$ cat src/rtl/tx_arb_pkg.sv
// Shared types and helpers for the TX AXI-Stream packet arbiter.
// No logic of its own; rr_pick is pure combinational.
// No flow control here; used by tx_axis_arb.
package tx_arb_pkg;

    typedef enum logic {
        IDLE = 1'b0,
        XFER = 1'b1
    } state_t;

    localparam int N_REQ_MAX = 8;

    // First set bit of eligible at or after ptr, wrapping modulo n.
    // Returns 0 when nothing is eligible; callers gate on |eligible.
    function automatic int unsigned rr_pick(
        input logic [N_REQ_MAX-1:0] eligible,
        input logic [2:0]           ptr,
        input int unsigned          n
    );
        int unsigned idx;
        int unsigned res;
        logic        found;
        res   = 0;
        found = 1'b0;
        for (int unsigned i = 0; i < N_REQ_MAX; i++) begin
            idx = (32'(ptr) + i) % n;
            if ((i < n) && !found && eligible[idx[2:0]]) begin
                res   = idx;
                found = 1'b1;
            end
        end
        return res;
    endfunction

endpackage

$ cat src/rtl/axis_skid_buf.sv
// Two-entry AXI-Stream register slice carrying tdata/tkeep/tlast.
// Latency: 1 cycle from input acceptance to output valid; 1 beat/cycle sustained.
// Backpressure: in_tready is registered and low only while both entries are held.
module axis_skid_buf
    import tx_arb_pkg::*;
#(
    parameter int DWIDTH = 256
) (
    input  logic                  clk,
    input  logic                  rst_n,
    input  logic [DWIDTH-1:0]     in_tdata,
    input  logic [DWIDTH/8-1:0]   in_tkeep,
    input  logic                  in_tlast,
    input  logic                  in_tvalid,
    output logic                  in_tready,
    output logic [DWIDTH-1:0]     out_tdata,
    output logic [DWIDTH/8-1:0]   out_tkeep,
    output logic                  out_tlast,
    output logic                  out_tvalid,
    input  logic                  out_tready
);

    localparam int KW = DWIDTH/8;

    logic [1:0]        cnt;
    logic [1:0]        cnt_nxt;
    logic [DWIDTH-1:0] sk_tdata;
    logic [KW-1:0]     sk_tkeep;
    logic              sk_tlast;
    logic              push;
    logic              pop;

    assign push = in_tvalid & in_tready;
    assign pop  = out_tvalid & out_tready;

    // Occupancy after this cycle's handshakes; drives the registered ready/valid.
    always_comb begin
        cnt_nxt = cnt;
        if (push && !pop) begin
            cnt_nxt = cnt + 2'd1;
        end else if (pop && !push) begin
            cnt_nxt = cnt - 2'd1;
        end
    end

    // Output register is the head entry; the skid register only fills when
    // the head is stalled, and drains into the head on the next pop.
    always_ff @(posedge clk or negedge rst_n) begin
        if (!rst_n) begin
            cnt        <= 2'd0;
            in_tready  <= 1'b1;
            out_tvalid <= 1'b0;
            out_tdata  <= '0;
            out_tkeep  <= '0;
            out_tlast  <= 1'b0;
            sk_tdata   <= '0;
            sk_tkeep   <= '0;
            sk_tlast   <= 1'b0;
        end else begin
            cnt        <= cnt_nxt;
            in_tready  <= (cnt_nxt != 2'd2);
            out_tvalid <= (cnt_nxt != 2'd0);
            if (pop && (cnt == 2'd2)) begin
                out_tdata <= sk_tdata;
                out_tkeep <= sk_tkeep;
                out_tlast <= sk_tlast;
            end else if (push && ((cnt == 2'd0) || pop)) begin
                out_tdata <= in_tdata;
                out_tkeep <= in_tkeep;
                out_tlast <= in_tlast;
            end
            if (push && !pop && (cnt == 2'd1)) begin
                sk_tdata <= in_tdata;
                sk_tkeep <= in_tkeep;
                sk_tlast <= in_tlast;
            end
        end
    end

endmodule

$ cat src/rtl/tx_axis_arb.sv
// Packet-level round-robin arbiter: N_REQ AXI-Stream ports onto one TX datapath.
// Latency: 1 cycle arbitration, then 1 cycle per beat through the output slice.
// Backpressure: only the granted port sees ready, which follows the slice's registered ready.
module tx_axis_arb
    import tx_arb_pkg::*;
#(
    parameter int N_REQ  = 4,
    parameter int DWIDTH = 256
) (
    input  logic                        clk,
    input  logic                        rst_n,
    input  logic [N_REQ-1:0]            port_en,
    input  logic [N_REQ*DWIDTH-1:0]     s_axis_tdata,
    input  logic [N_REQ*DWIDTH/8-1:0]   s_axis_tkeep,
    input  logic [N_REQ-1:0]            s_axis_tlast,
    input  logic [N_REQ-1:0]            s_axis_tvalid,
    output logic [N_REQ-1:0]            s_axis_tready,
    output logic [DWIDTH-1:0]           m_axis_tdata,
    output logic [DWIDTH/8-1:0]         m_axis_tkeep,
    output logic                        m_axis_tlast,
    output logic                        m_axis_tvalid,
    input  logic                        m_axis_tready,
    output logic [$clog2(N_REQ)-1:0]    grant_id,
    output logic                        busy
);

    localparam int KW = DWIDTH/8;
    localparam int GW = $clog2(N_REQ);

    state_t            state;
    logic [GW-1:0]     rr_ptr;
    logic [N_REQ-1:0]  eligible;
    logic [DWIDTH-1:0] sel_tdata;
    logic [KW-1:0]     sel_tkeep;
    logic              sel_tlast;
    logic              skid_in_vld;
    logic              skid_in_rdy;
    logic              accept;

    assign eligible = s_axis_tvalid & port_en;
    assign accept   = skid_in_vld & skid_in_rdy;

    // Route the granted port into the slice; ready goes back to that port only.
    always_comb begin
        sel_tdata     = s_axis_tdata[grant_id*DWIDTH +: DWIDTH];
        sel_tkeep     = s_axis_tkeep[grant_id*KW +: KW];
        sel_tlast     = s_axis_tlast[grant_id];
        skid_in_vld   = 1'b0;
        s_axis_tready = '0;
        if (state == XFER) begin
            skid_in_vld             = s_axis_tvalid[grant_id];
            s_axis_tready[grant_id] = skid_in_rdy;
        end
    end

    // Arbitration FSM: grant is held until the granted tlast is accepted,
    // and the pointer moves past the winner so every enabled port gets a turn.
    always_ff @(posedge clk or negedge rst_n) begin
        if (!rst_n) begin
            state    <= IDLE;
            grant_id <= '0;
            rr_ptr   <= '0;
            busy     <= 1'b0;
        end else begin
            case (state)
                IDLE: begin
                    if (|eligible) begin
                        grant_id <= GW'(rr_pick(N_REQ_MAX'(eligible), 3'(rr_ptr), N_REQ));
                        state    <= XFER;
                        busy     <= 1'b1;
                    end
                end
                XFER: begin
                    if (accept && sel_tlast) begin
                        state  <= IDLE;
                        busy   <= 1'b0;
                        rr_ptr <= (grant_id == GW'(N_REQ-1)) ? '0 : grant_id + 1'b1;
                    end
                end
                default: begin
                    state <= IDLE;
                    busy  <= 1'b0;
                end
            endcase
        end
    end

    axis_skid_buf #(
        .DWIDTH (DWIDTH)
    ) u_skid (
        .clk        (clk),
        .rst_n      (rst_n),
        .in_tdata   (sel_tdata),
        .in_tkeep   (sel_tkeep),
        .in_tlast   (sel_tlast),
        .in_tvalid  (skid_in_vld),
        .in_tready  (skid_in_rdy),
        .out_tdata  (m_axis_tdata),
        .out_tkeep  (m_axis_tkeep),
        .out_tlast  (m_axis_tlast),
        .out_tvalid (m_axis_tvalid),
        .out_tready (m_axis_tready)
    );

endmodule

$ cat config.mk
export PLATFORM = sky130hd
export DESIGN_NAME = tx_axis_arb
export DESIGN_NICKNAME = d
export VERILOG_FILES = /design/src/rtl/tx_arb_pkg.sv /design/src/rtl/axis_skid_buf.sv /design/src/rtl/tx_axis_arb.sv
export SDC_FILE = /design/constraint.sdc
export NUM_CORES = 1
export LEC_CHECK = 0
export ABC_AREA = 1
export CAP_MARGIN = 40
export CORE_AREA = 2 2 566 568
export CTS_CLUSTER_SIZE = 24
export DETAILED_ROUTE_END_ITERATION = 8
export DIE_AREA = 0 0 568 570
export HOLD_SLACK_MARGIN = 0.02
export PLACE_DENSITY_LB_ADDON = 0.08
export SYNTH_ARGS = -nofsm -noshare
export SYNTH_HDL_FRONTEND = slang
export SYNTH_SLANG_ARGS = --single-unit
$ cat constraint.sdc
create_clock -name clk -period 2.7 [get_ports clk]
set_input_delay 0.81 -clock clk [delete_from_list [all_inputs] [get_ports clk]]
set_output_delay 0.81 -clock clk [all_outputs]
set_load 0.05 [all_outputs]
* Yosys cells after proc, flatten, opt, wreduce, memory -nomap -nowiden
Cells that the tools add are included.
** Word-level totals
- Register bits after elaboration :: 588
- Latch bits :: 0
- Memory bits (writable) :: 0
- Memory bits (read-only) :: 0
- Input bits :: 1167
- Output and inout port bits :: 297
- Logic and storage cells :: 105
- Memories kept :: 0
** Operators by class
- $add $sub $neg :: 6
- Multipliers :: 0
- Div/mod/pow operators :: 0
- Order comparisons :: 6
- Equality and inequality tests :: 6
- Shift operators :: 2
- Mux-type cells :: 44
- Bitwise logic cells :: 5
- Reduce and logical (&&, ||, !) cells :: 23
** Operators with widths (count)
- 1024-bit by 11-bit indexed part select with 256-bit output :: 1
- 256-bit 2-to-1 mux :: 2
- 128-bit by 8-bit indexed part select with 32-bit output :: 1
- 32-bit 2-to-1 mux :: 2
- 1-bit 2-to-1 mux :: 23
- 2-bit by 4-bit < comparator with 1-bit output (second input constant) :: 4
- 2-bit 2-to-1 mux :: 7
- 1-bit binary-select mux with 2-bit select :: 6
- 1-bit logical AND :: 10
- 4-bit bitwise AND :: 2
- 2-bit by 1-bit adder with 2-bit output (second input constant) :: 3
- 2-bit AND reduction :: 3
- 1-bit zero test :: 5
- 2-bit adder (second input constant) :: 2
- 2-bit == test (second input constant) :: 2
- 4-bit 2-to-1 mux :: 1
- 2-bit != test (second input constant) :: 2
- 1-bit case mux with 2 select lines :: 2
- 2-bit nonzero test :: 2
- 4-bit OR reduction :: 1
- 2-bit by 3-bit < comparator with 1-bit output (second input constant) :: 1
- 1-bit bitwise AND :: 2
- 1-bit demux with 2-bit select :: 1
- 2-bit by 1-bit == test with 1-bit output (second input constant) :: 1
- other kinds (6) :: 6

* Depth between registers and ports, before layout
Gate-level depths: netlist of the first run.
- Depth in word-level cells :: 19
- Depth in mapped cells :: 12
- Depth with buffers taken out :: 11

* By module
A second synthesis of the first run with hierarchy kept.
** Second synthesis, totals
- Cell total of the unflattened synthesis :: 5216
- Area, all modules :: 34853.4 µm²
** By module, submodules not included
- axis_skid_buf :: times used 1, cells an instance 3471, area an instance 26497.9 µm², seq. area each 14565.2 µm²
- tx_axis_arb :: times used 1, cells an instance 1745, area an instance 8355.5 µm², seq. area each 150.1 µm²

* Worst setup path after synthesis of the first run
OpenSTA, ideal clock, no wires.
- Kind :: reg2out
- From :: register grant_id[1]
- To :: output s_axis_tready[1]
- Data arrival time :: 2.163 ns
- Data required time :: 1.890 ns
- Path slack :: -0.273 ns
- Stages on the path, launching flop included :: 8
- Path buffers :: 3
- Cell sequence :: dfrtp_1 -> inv_1 -> buf_4 -> buf_4 -> clkbuf_1 -> ha_1 -> inv_1 -> nor2_1
** On the way
- Cells in the longest elaborated chain, start to end :: 6
- Elaborated cells between the ends (all ways) :: 7
- Classes of those cells :: order compare (2); mux (3); bitwise (1); reduce/logical (1)
** RTL lines
- start: declaration :: line tx_axis_arb.sv:23 : output logic [$clog2(N_REQ)-1:0] grant_id,
- start signal: assignment :: line tx_axis_arb.sv:68 : grant_id <= GW'(rr_pick(N_REQ_MAX'(eligible), 3'(rr_ptr), N_REQ));
- 2-bit by 3-bit < comparator with 1-bit output (implied by the code) or 2-bit by 1-bit greater-or-equal comparator with 1-bit output (tied branches) :: line tx_axis_arb.sv:52 : s_axis_tready[grant_id] = skid_in_rdy;
- 1-bit logical AND (implied by the code) :: line tx_axis_arb.sv:52
- 1-bit 2-to-1 mux (implied by the code) :: line tx_axis_arb.sv:52
- 1-bit demux with 2-bit select * :: line tx_axis_arb.sv:52
- 4-bit bitwise AND (no source line) *
- 4-bit 2-to-1 mux * :: line tx_axis_arb.sv:50 : if (state == XFER) begin
- end: declaration :: line tx_axis_arb.sv:17 : output logic [N_REQ-1:0] s_axis_tready,
Mark *: on every way between the ends. The rest lies on a longest branch, timed or not.

* Final worst setup path of the first run
- From :: register grant_id[0]
- To :: output s_axis_tready[2]
The elaborated chain is that of the path after synthesis.

==> results of run 1 <==
## worst max-delay path, cell delays in order (launching register included)
cell,delay (ns)
dfrtp_4,0.55
inv_16,0.09
buf_16,0.12
ha_4,0.12
inv_2,0.03
nor2_4,0.15
buf_12,0.16
## logic make-up after synthesis
kind of cell	share of synthesized area, %
buffers and inverters	9.17
AOI/OAI and AO/OA	22.5
adders and majority gates	0.258
and+or+nand+nor	24.7
DFF	43.4
## through the flow
| stage | instance area (um^2) | util [%] | worst slack, ns | std cells | hold slack [ns] |
|---|---|---|---|---|---|
| 3_3_place_gp | 55900 | 17.6 | -0.473 | 10545 | 0.476 |
| 3_5_place_dp | 55900 | 17.6 | -0.452 | 10545 | 0.485 |
| 2_1_floorplan | 33900 | - | -0.0546 | 4892 | 0.465 |
| 4_1_cts | 59200 | 18.7 | -0.227 | 10727 | 0.0621 |
| 5_1_grt | 59400 | 18.7 | -0.178 | 10735 | 0.103 |
| 6_report | 59400 | 18.7 | -0.0682 | 10743 | 0.141 |
## repair_timing
action                     4_1_cts  5_1_grt
buffers inserted                21        1
gates resized for setup        238       30
gates cloned                     3        1
setup endpoints to repair      190      251
pin swaps                        6        6
## layer usage
| layer | up-vias | share of wire [%] | global-route usage (%) | routed length [um] |
|---|---|---|---|---|
| li1 | 19405 | - | - | - |
| met1 | 19722 | 41 | 19.8 | 115000 |
| met2 | 1431 | 50 | 29.7 | 140000 |
| met3 | 311 | 6.8 | 4.57 | 18900 |
| met4 | 20 | 1.8 | 3.17 | 5010 |
| met5 | - | 0.046 | 0 | 128 |
## state kept, by name (all words and copies together) (netlist names)
signal             cells
state                  1
u_skid.sk_tkeep       32
busy                   1
u_skid.sk_tdata      256
u_skid.out_tvalid      1
u_skid.sk_tlast        1
u_skid.in_tready       1
u_skid.out_tkeep      32
grant_id               2
u_skid.out_tlast       1
u_skid.out_tdata     256
rr_ptr                 2
u_skid.cnt             2
## power groups by stage
stage / Clock [W] / Sequential (W) / Combinational, W
floorplan: 0 / 0.0220 / 0.0181
finish: 0.0122 / 0.0154 / 0.0477
global route: 0.0131 / 0.0159 / 0.0523
CTS: 0.0128 / 0.0154 / 0.0489
global placement: 0 / 0.0155 / 0.0488
detailed placement: 0 / 0.0155 / 0.0487
## final cells by class
class,count,area [um^2],area share [%]
inverter,305,1180,1.99
clock inverter,30,385,0.649
sequential,588,14700,24.8
antenna,15,37.5,0.0632
clock buffer,128,2610,4.38
multi-input combinational,3582,16400,27.7
timing repair buffer,1915,18800,31.7
tap,4180,5230,8.80
## cells in the final DEF, fill, tap and decap left out, types with 3 or more instances in the layout
| cell | instances |
|---|---|
| buf_12 | 83 |
| buf_16 | 6 |
| buf_4 | 468 |
| buf_6 | 7 |
| bufbuf_16 | 3 |
| bufinv_16 | 5 |
| clkbuf_1 | 17 |
| clkbuf_16 | 91 |
| clkbuf_8 | 21 |
| clkdlybuf4s15_1 | 3 |
| clkdlybuf4s50_1 | 1165 |
| clkinv_16 | 3 |
| clkinv_2 | 16 |
| dfrtp_1 | 585 |
| diode_2 | 15 |
| dlygate4sd2_1 | 176 |
| ha_1 | 3 |
| ha_4 | 4 |
| inv_1 | 298 |
| nand2_1 | 1213 |
| nand3_1 | 312 |
| nor2_1 | 584 |
| nor2_4 | 5 |
| o21ai_0 | 894 |
| o21ai_1 | 264 |
| o22ai_1 | 255 |
| o22ai_2 | 33 |
## worst max-delay path by stage
stage / startpoint / to / slack (ns) / cells after the start
final: grant_id[0] / s_axis_tready[2] / -0.07 / 6
after global routing: grant_id[0] / s_axis_tready[2] / -0.18 / 6
after CTS: grant_id[0] / s_axis_tready[2] / -0.23 / 6
after detailed placement: s_axis_tdata[815] / u_skid.out_tdata[47] / -0.45 / 8
after global placement: s_axis_tdata[815] / u_skid.out_tdata[47] / -0.47 / 8
after floorplan: grant_id[1] / s_axis_tready[1] / -0.05 / 7
==> qor.csv, run 1 <==
metric,value,unit
outcome,"finished, violations left",
violations,negative setup slack,
ant_nets,0,
die_area,324000,um^2
vias,40889,
syn_inst,4892,
hold_violations,0,
synth-async-reset-ratio,100,%
critPathKind,reg2out,
swShare,52.6,%
cts_sinks,588,
vdd_ir_drop_max,0.481,mV
synthTopCellsByCount,"1,215 x nand2_1, 895 x o21ai_0, 590 x nor2_1, 587 x dfrtp_1, 312 x nand3_1",
yosysUniqueCellTypes,25,
die-height,570,um
setup_viol,3,
track_usage,16.6,%
synth_most_common_cell,nand2_1,
rsz0062_at_grt,yes,
cts_buffer_depth,3,
cts_tree,yes,
synth.net_count,6066,
power_density,1270,nW/um^2
clkLatencyLatePin,0.72,ns
ff2ff_setup_slack,0.05,ns
ys_seq_area_share,43.4,%
wirelength,279000,um
avgRoutedWirePerCell,26.0,um
netlist_top_cells_area,"dfrtp_1 43%, nand2_1 13%, o21ai_0 13%",
antenna_found_initial,113,
drtPass1Iterations,7,
reg2regPathDepth,10,
io_pins,1464,
clockRootBuffer,clkbuf_16,
cp-start-kind,flip-flop,
finalCritPeriodShare,103,%
drc,0,
timing.rr.end,u_skid.out_tkeep[15],
timing.final.ws_setup,-0.0682,ns
pwr-share-comb,63.4,%
crit_required,1.89,ns
clkPwrFrac,16.2,%
fp.dieW,568,um
cp_max_fo,3,
hpwl,226000,um
vias_per_cell,3.81,
internal_power,0.0356,W
power.switching,0.0396,W
nets,7655,
maxCapViolCount,0,
synth_top_cell_by_area,dfrtp_1,
period_minus_slack,2.77,ns
tightest_slew,0.794,ns
grt_pass1_vias,41551,
portBuffers,1463,
finalSetupTns,-0.140,ns
syn_area,33900,um^2
arrival,1.96,ns
endpoint_kind,output pin,
finalPower,0.0752,W
synth_top_area_share,43.3,%
skew,0.0344,ns
num-fill-cells,35798,
grt_overflow,0,
p_leak,26.1,nW
cts_made_buffers,89,
cts-hold-fix-buffers,0,
synth_edf_count,0,
fp.coreArea,317000,um^2
first_iter_violations,2335,
slew_violations,0,
max_freq,0.361,GHz
htree_levels,3,
drive_gt1_share,11.8,%
grt_max_degree,84,
initial_core_util,10.7,%
area_growth,75.1,%
sequentialPowerShare,20.4,%
synth_warnings,0,
yosys_most_used_dff,dfrtp_1,
grt_pass1_wl,372000,um
place_congestion,0.877,
r2r_start,grant_id[0],
syn_avg_cell_area,6.94,um^2
worstHoldPathType,in2async,
slew_headroom,46.9,%
ys_seq_elements,588,
clkTransAtPathRegs,0.06,ns
rows,207,
No activity file was read; power rests on OpenSTA's default activity.
==> run 2: changes to the inputs <==
--- a/config.mk
+++ b/config.mk
@@ -7,12 +7,14 @@
 export LEC_CHECK = 0
 export ABC_AREA = 1
 export CAP_MARGIN = 40
-export CORE_AREA = 2 2 566 568
+export CORE_AREA = 2 2 577 579
+export CTS_BUF_LIST = sky130_fd_sc_hd__clkbuf_4
 export CTS_CLUSTER_SIZE = 24
 export DETAILED_ROUTE_END_ITERATION = 8
-export DIE_AREA = 0 0 568 570
+export DIE_AREA = 0 0 579 581
 export HOLD_SLACK_MARGIN = 0.02
 export PLACE_DENSITY_LB_ADDON = 0.08
+export RECOVER_POWER = 25
 export SYNTH_ARGS = -nofsm -noshare
 export SYNTH_HDL_FRONTEND = slang
 export SYNTH_SLANG_ARGS = --single-unit
==> qor.csv, run 2 (same netlist as run 1, synthesis figures left out) <==
metric,value,unit
timing.final.ws_setup,-0.551,ns
io_pins,1464,
vdd_ir_drop_max,0.337,mV
hold_ws,0.341,ns
sequentialPowerShare,20.6,%
clkLatencyLatePin,1.25,ns
fp.dieW,579,um
fp.coreArea,330000,um^2
nets,7919,
reg2regPathDepth,11,
max_stage_delay,0.57,ns
hpwl,220000,um
crit_top_cell,buf_12,
setup_viol,15,
clkPwrFrac,13.6,%
cts_tree,yes,
swShare,51.8,%
htree_levels,4,
vias_per_cell,3.71,
finalCritPeriodShare,120,%
final_area,61300,um^2
cp_max_fo,5,
die-height,581,um
slowest_stage,dfrtp_4,
r2r_start,grant_id[1],
grt_overflow,0,
timing.rr.end,u_skid.out_tkeep[27],
outcome,"finished, violations left",
register_area,14800,um^2
hold_violations,0,
path_buf_inv,4,
antenna_found_initial,112,
cts_sinks,588,
vias,41853,
tightest_slew,1.06,ns
max_freq,0.308,GHz
power_density,1250,nW/um^2
holdPathEnd,u_skid.sk_tdata[93],
min_path_cells,5,
first_iter_violations,2257,
power.switching,0.0396,W
die_area,336000,um^2
slew_headroom,29.3,%
grt_pass1_wl,371000,um
area_growth,80.7,%
grt_pass1_vias,42789,
internal_power,0.0369,W
ff2ff_setup_slack,0.11,ns
ant_nets,0,
violations,negative setup slack,
cp-start-kind,flip-flop,
arrival,2.44,ns
maxCapViolCount,0,
pwr-share-comb,65.8,%
avgRoutedWirePerCell,24.6,um
startpoint,grant_id[1],
worstHoldPathType,in2reg,
grt_max_degree,77,
wirelength,278000,um
cts_made_buffers,206,
multiInputGateArea,16200,um^2
endpoint_kind,output pin,
drive_gt1_share,18.3,%
layout_commonest_cell,nand2_1,
initial_core_util,10.3,%
pre_cts_ws,-0.353,ns
clockRootBuffer,clkbuf_4,
worstHoldStart,s_axis_tdata[93],
cts_buffer_depth,4,
rows,211,
skew,0.107,ns
drtPass1Iterations,6,
crit_family,flip-flops,
num-fill-cells,37468,
critPathKind,reg2out,
drc,0,
rsz0062_at_grt,yes,
p_leak,26.9,nW
layout_common_cells,"1,214 x nand2_1, 1,165 x clkdlybuf4s50_1, 895 x o21ai_0",
place_area,56500,um^2
track_usage,15.8,%
period_minus_slack,3.25,ns
crit_required,1.89,ns
slew_violations,0,
fin_util,18.6,%
place_congestion,0.872,
clkTransAtPathRegs,0.06,ns
largestRegisters,"u_skid.out_tdata (256), u_skid.sk_tdata (256)",
portBuffers,1463,
path_cells,buf_12 -> buf_16 -> ha_4 -> inv_4 -> nor2_4 -> buf_12,
==> run 2: cell types whose count changed in the layout (fill, tap and decap cells not counted), moves of 27 or more <==
| cell | change |
|---|---|
| clkbuf_4 | +313 |
| clkbuf_16 | -89 |
| dlygate4sd2_1 | -176 |
| buf_8 | +27 |
| buf_6 | +264 |
| clkinv_1 | +30 |
==> run 2: stage by stage <==
step	instances	power, W	TNS, ns
after CTS	11205	0.0782	-41.34
after detailed placement	10750	0.0637	-113.83
after floorplan	4892	0.0400	-0.0546
after global placement	10749	0.0638	-105.88
after global routing	11264	0.0830	-35.02
final	11283	0.0765	-2.99
==> run 2: worst reg2reg max path, cell delays in order, from the launching register on <==
cell	delay, ns
dfrtp_4	0.57
inv_12	0.13
buf_4	0.18
buf_12	0.21
buf_12	0.24
o21ai_0	0.34
o22ai_1	0.40
buf_4	0.19
nand2_1	0.04
o21ai_0	0.08
nand2_1	0.09
nand2_1	0.06
==> run 2: layout make-up <==
type	instances	share of cell area (%)
clock buffers	310	3.79
inverters	305	1.91
well taps	4366	8.91
flip-flops and latches	588	24.1
diodes	30	0.122
repair buffers	2062	34.3
clock inverters	40	0.414
multi-input cells	3582	26.5
==> run 2: what timing repair did <==
| item | 4_1_cts | 5_1_grt |
|---|---|---|
| gates resized for setup | 1535 | 29 |
| cloned | 7 | 2 |
| hold endpoints to repair | 465 | 0 |
| buffers inserted | 97 | 51 |
| hold buffers | 3 | 0 |
| pin swaps | 4 | 3 |
| endpoints found under the setup margin | 298 | 431 |
==> run 2: power by group through the flow <==
stage	Clock (W)	Sequential, W	Combinational, W
global route	0.0116	0.0162	0.0552
global placement	0	0.0155	0.0483
detailed placement	0	0.0155	0.0482
finish	0.0104	0.0157	0.0503
CTS	0.0112	0.0158	0.0513
floorplan	0	0.0220	0.0181
==> run 2: routing by layer <==
| layer | wire [um] | vias to the layer above | global-route usage, % | part of all wire [%] |
|---|---|---|---|---|
| met2 | 136000 | 1482 | 27.7 | 49 |
| met1 | 115000 | 19886 | 19.1 | 42 |
| met5 | 249 | - | 0 | 0.090 |
| li1 | - | 20069 | - | - |
| met3 | 19500 | 376 | 4.33 | 7.0 |
| met4 | 6310 | 40 | 3.37 | 2.3 |
==> run 2: worst max path at each step <==
| stage | endpoint | slack (ns) | depth (start not counted) |
|---|---|---|---|
| after global placement | u_skid.sk_tdata[107] | -0.36 | 11 |
| after CTS | s_axis_tready[1] | -0.83 | 6 |
| after global routing | s_axis_tready[2] | -0.78 | 6 |
| final | s_axis_tready[2] | -0.55 | 6 |
| after floorplan | s_axis_tready[1] | -0.05 | 7 |
| after detailed placement | u_skid.sk_tdata[112] | -0.35 | 11 |
==> run 3: changes to the inputs <==
--- a/config.mk
+++ b/config.mk
@@ -7,14 +7,15 @@
 export LEC_CHECK = 0
 export ABC_AREA = 1
 export CAP_MARGIN = 40
-export CORE_AREA = 2 2 577 579
+export CORE_AREA = 2 2 571 573
 export CTS_BUF_LIST = sky130_fd_sc_hd__clkbuf_4
 export CTS_CLUSTER_SIZE = 24
 export DETAILED_ROUTE_END_ITERATION = 8
-export DIE_AREA = 0 0 579 581
+export DIE_AREA = 0 0 573 575
 export HOLD_SLACK_MARGIN = 0.02
 export PLACE_DENSITY_LB_ADDON = 0.08
 export RECOVER_POWER = 25
+export SLEW_MARGIN = 20
 export SYNTH_ARGS = -nofsm -noshare
 export SYNTH_HDL_FRONTEND = slang
 export SYNTH_SLANG_ARGS = --single-unit
==> qor.csv, run 3 (same netlist as run 1, synthesis figures left out) <==
metric,value,unit
clkTransAtPathRegs,0.07,ns
slew_violations,32,
internal_power,0.0363,W
pwr-share-comb,65.6,%
reg2regPathDepth,12,
timing.final.ws_setup,-0.446,ns
vias,41950,
crit_required,1.89,ns
outcome,"finished, violations left",
clkLatencyLatePin,1.16,ns
period_minus_slack,3.15,ns
slew_headroom,-15.2,%
nets,7869,
endpoint_kind,output pin,
num-fill-cells,36899,
r2r_start,grant_id[0],
first_iter_violations,2172,
die_area,329000,um^2
path_cells,buf_12 -> inv_16 -> ha_4 -> inv_2 -> nor2_4 -> buf_12 -> buf_12,
layout_commonest_cell,nand2_1,
hold_violations,0,
antenna_found_initial,93,
grt_overflow,0,
tightest_slew,1.73,ns
cp_max_fo,4,
ant_nets,0,
cts_tree,yes,
grt_pass1_vias,43022,
rsz0062_at_grt,yes,
track_usage,16.2,%
initial_core_util,10.5,%
max_freq,0.318,GHz
ff2ff_setup_slack,-0.08,ns
min_path_cells,5,
rows,209,
avgRoutedWirePerCell,24.8,um
vdd_ir_drop_max,0.495,mV
holdPathEnd,u_skid.sk_tdata[93],
cts_made_buffers,209,
fin_util,18.8,%
place_congestion,0.885,
grt_pass1_wl,374000,um
sequentialPowerShare,20.7,%
fp.coreArea,323000,um^2
p_leak,26.6,nW
cts_sinks,588,
worstHoldStart,s_axis_tdata[93],
skew,0.124,ns
grt_max_degree,84,
cts_buffer_depth,4,
vias_per_cell,3.75,
layout_common_cells,"1,213 x nand2_1, 1,165 x clkdlybuf4s50_1, 893 x o21ai_0",
clockRootBuffer,clkbuf_4,
finalCritPeriodShare,117,%
critPathKind,reg2out,
cp-start-kind,flip-flop,
arrival,2.34,ns
finalPower,0.0758,W
wirelength,277000,um
power.switching,0.0395,W
power_density,1250,nW/um^2
violations,"max-capacitance violations, max-slew violations, negative setup slack",
largestRegisters,"u_skid.out_tdata (256), u_skid.sk_tdata (256)",
drive_gt1_share,17.8,%
htree_levels,4,
slowest_stage,dfrtp_4,
crit_top_cell,buf_12,
swShare,52.1,%
hpwl,220000,um
timing.rr.end,u_skid.out_tkeep[26],
drtPass1Iterations,5,
portBuffers,1463,
fp.dieW,573,um
max_stage_delay,0.52,ns
maxCapViolCount,1,
area_growth,78.6,%
io_pins,1464,
drc,0,
worstHoldPathType,in2reg,
setup_viol,14,
die-height,575,um
clkPwrFrac,13.8,%
-- run 3: cell count changes in the layout (fill, tap and decap cells not counted), sizes merged --
| cell | previous run | this run |
|---|---|---|
| inv | 306 | 309 |
| dlygate4sd3 | 3 | 1 |
| bufbuf | 7 | 5 |
| diode | 30 | 22 |
| clkbuf | 323 | 340 |
| clkinv | 35 | 24 |
| buf | 874 | 817 |
-- run 3: per-stage QoR --
stage | setup TNS (ns) | std cells | area [um^2] | setup WS (ns) | hold WS, ns
floorplan | -0.0546 | 4892 | 33900 | -0.0546 | 0.465
global placement | -64.88 | 10700 | 56300 | -0.293 | 0.483
detailed placement | -70.41 | 10700 | 56300 | -0.299 | 0.492
CTS | -23.98 | 11133 | 60500 | -0.754 | 0.0847
global route | -24.75 | 11171 | 60600 | -0.713 | 0.233
finish | -2.52 | 11182 | 60600 | -0.446 | 0.400
-- run 3: critical path: cells and delay by family, from the launching register on --
family                     cells  cell delay (ns)
DFF                            1             0.52
adders and majority gates      1             0.11
buffers and inverters          5             0.52
and+or+nand+nor                1             0.10
-- run 3: power groups by stage --
stage / registers, W / logic [W] / clock network (W)
2_1_floorplan: 0.0220 / 0.0181 / 0
3_3_place_gp: 0.0155 / 0.0485 / 0
3_5_place_dp: 0.0155 / 0.0485 / 0
4_1_cts: 0.0157 / 0.0511 / 0.0112
5_1_grt: 0.0161 / 0.0545 / 0.0116
6_report: 0.0157 / 0.0497 / 0.0104
-- run 3: layout make-up --
type | count | area (um^2) | area share, %
clock inverters | 30 | 203 | 0.334
well taps | 4325 | 5410 | 8.93
repair inverters | 2 | 17.5 | 0.0289
flip-flops and latches | 588 | 14700 | 24.3
repair buffers | 2007 | 20300 | 33.5
inverters | 305 | 1180 | 1.95
multi-input cells | 3582 | 16300 | 26.9
diodes | 22 | 55.1 | 0.0908
clock buffers | 321 | 2410 | 3.98
-- run 3: timing repair --
action / CTS / global route
endpoints found under the hold margin: 295 / 0
pin swaps: 4 / 0
buffers inserted: 74 / 29
gates cloned: 7 / 0
gates resized for setup: 1535 / 22
hold buffers: 1 / 0
endpoints found under the setup margin: 307 / 273
-- run 3: layer usage --
metal / track usage [%] / vias up / wire [um]
met5: 0 / - / 243
met4: 3.78 / 36 / 6530
met3: 4.93 / 349 / 19800
met2: 28.2 / 1500 / 135000
met1: 19.4 / 20109 / 115000
li1: - / 19956 / -
-- run 3: how the worst max path moves through the flow --
stage | cells past startpoint | slack (ns) | endpoint | startpoint
2_1_floorplan | 7 | -0.05 | s_axis_tready[1] | grant_id[1]
3_3_place_gp | 11 | -0.29 | u_skid.sk_tdata[232] | s_axis_tvalid[0]
3_5_place_dp | 10 | -0.30 | u_skid.sk_tdata[176] | s_axis_tvalid[0]
4_1_cts | 7 | -0.75 | s_axis_tready[2] | grant_id[0]
5_1_grt | 7 | -0.71 | s_axis_tready[2] | grant_id[0]
6_report | 7 | -0.45 | s_axis_tready[2] | grant_id[0]
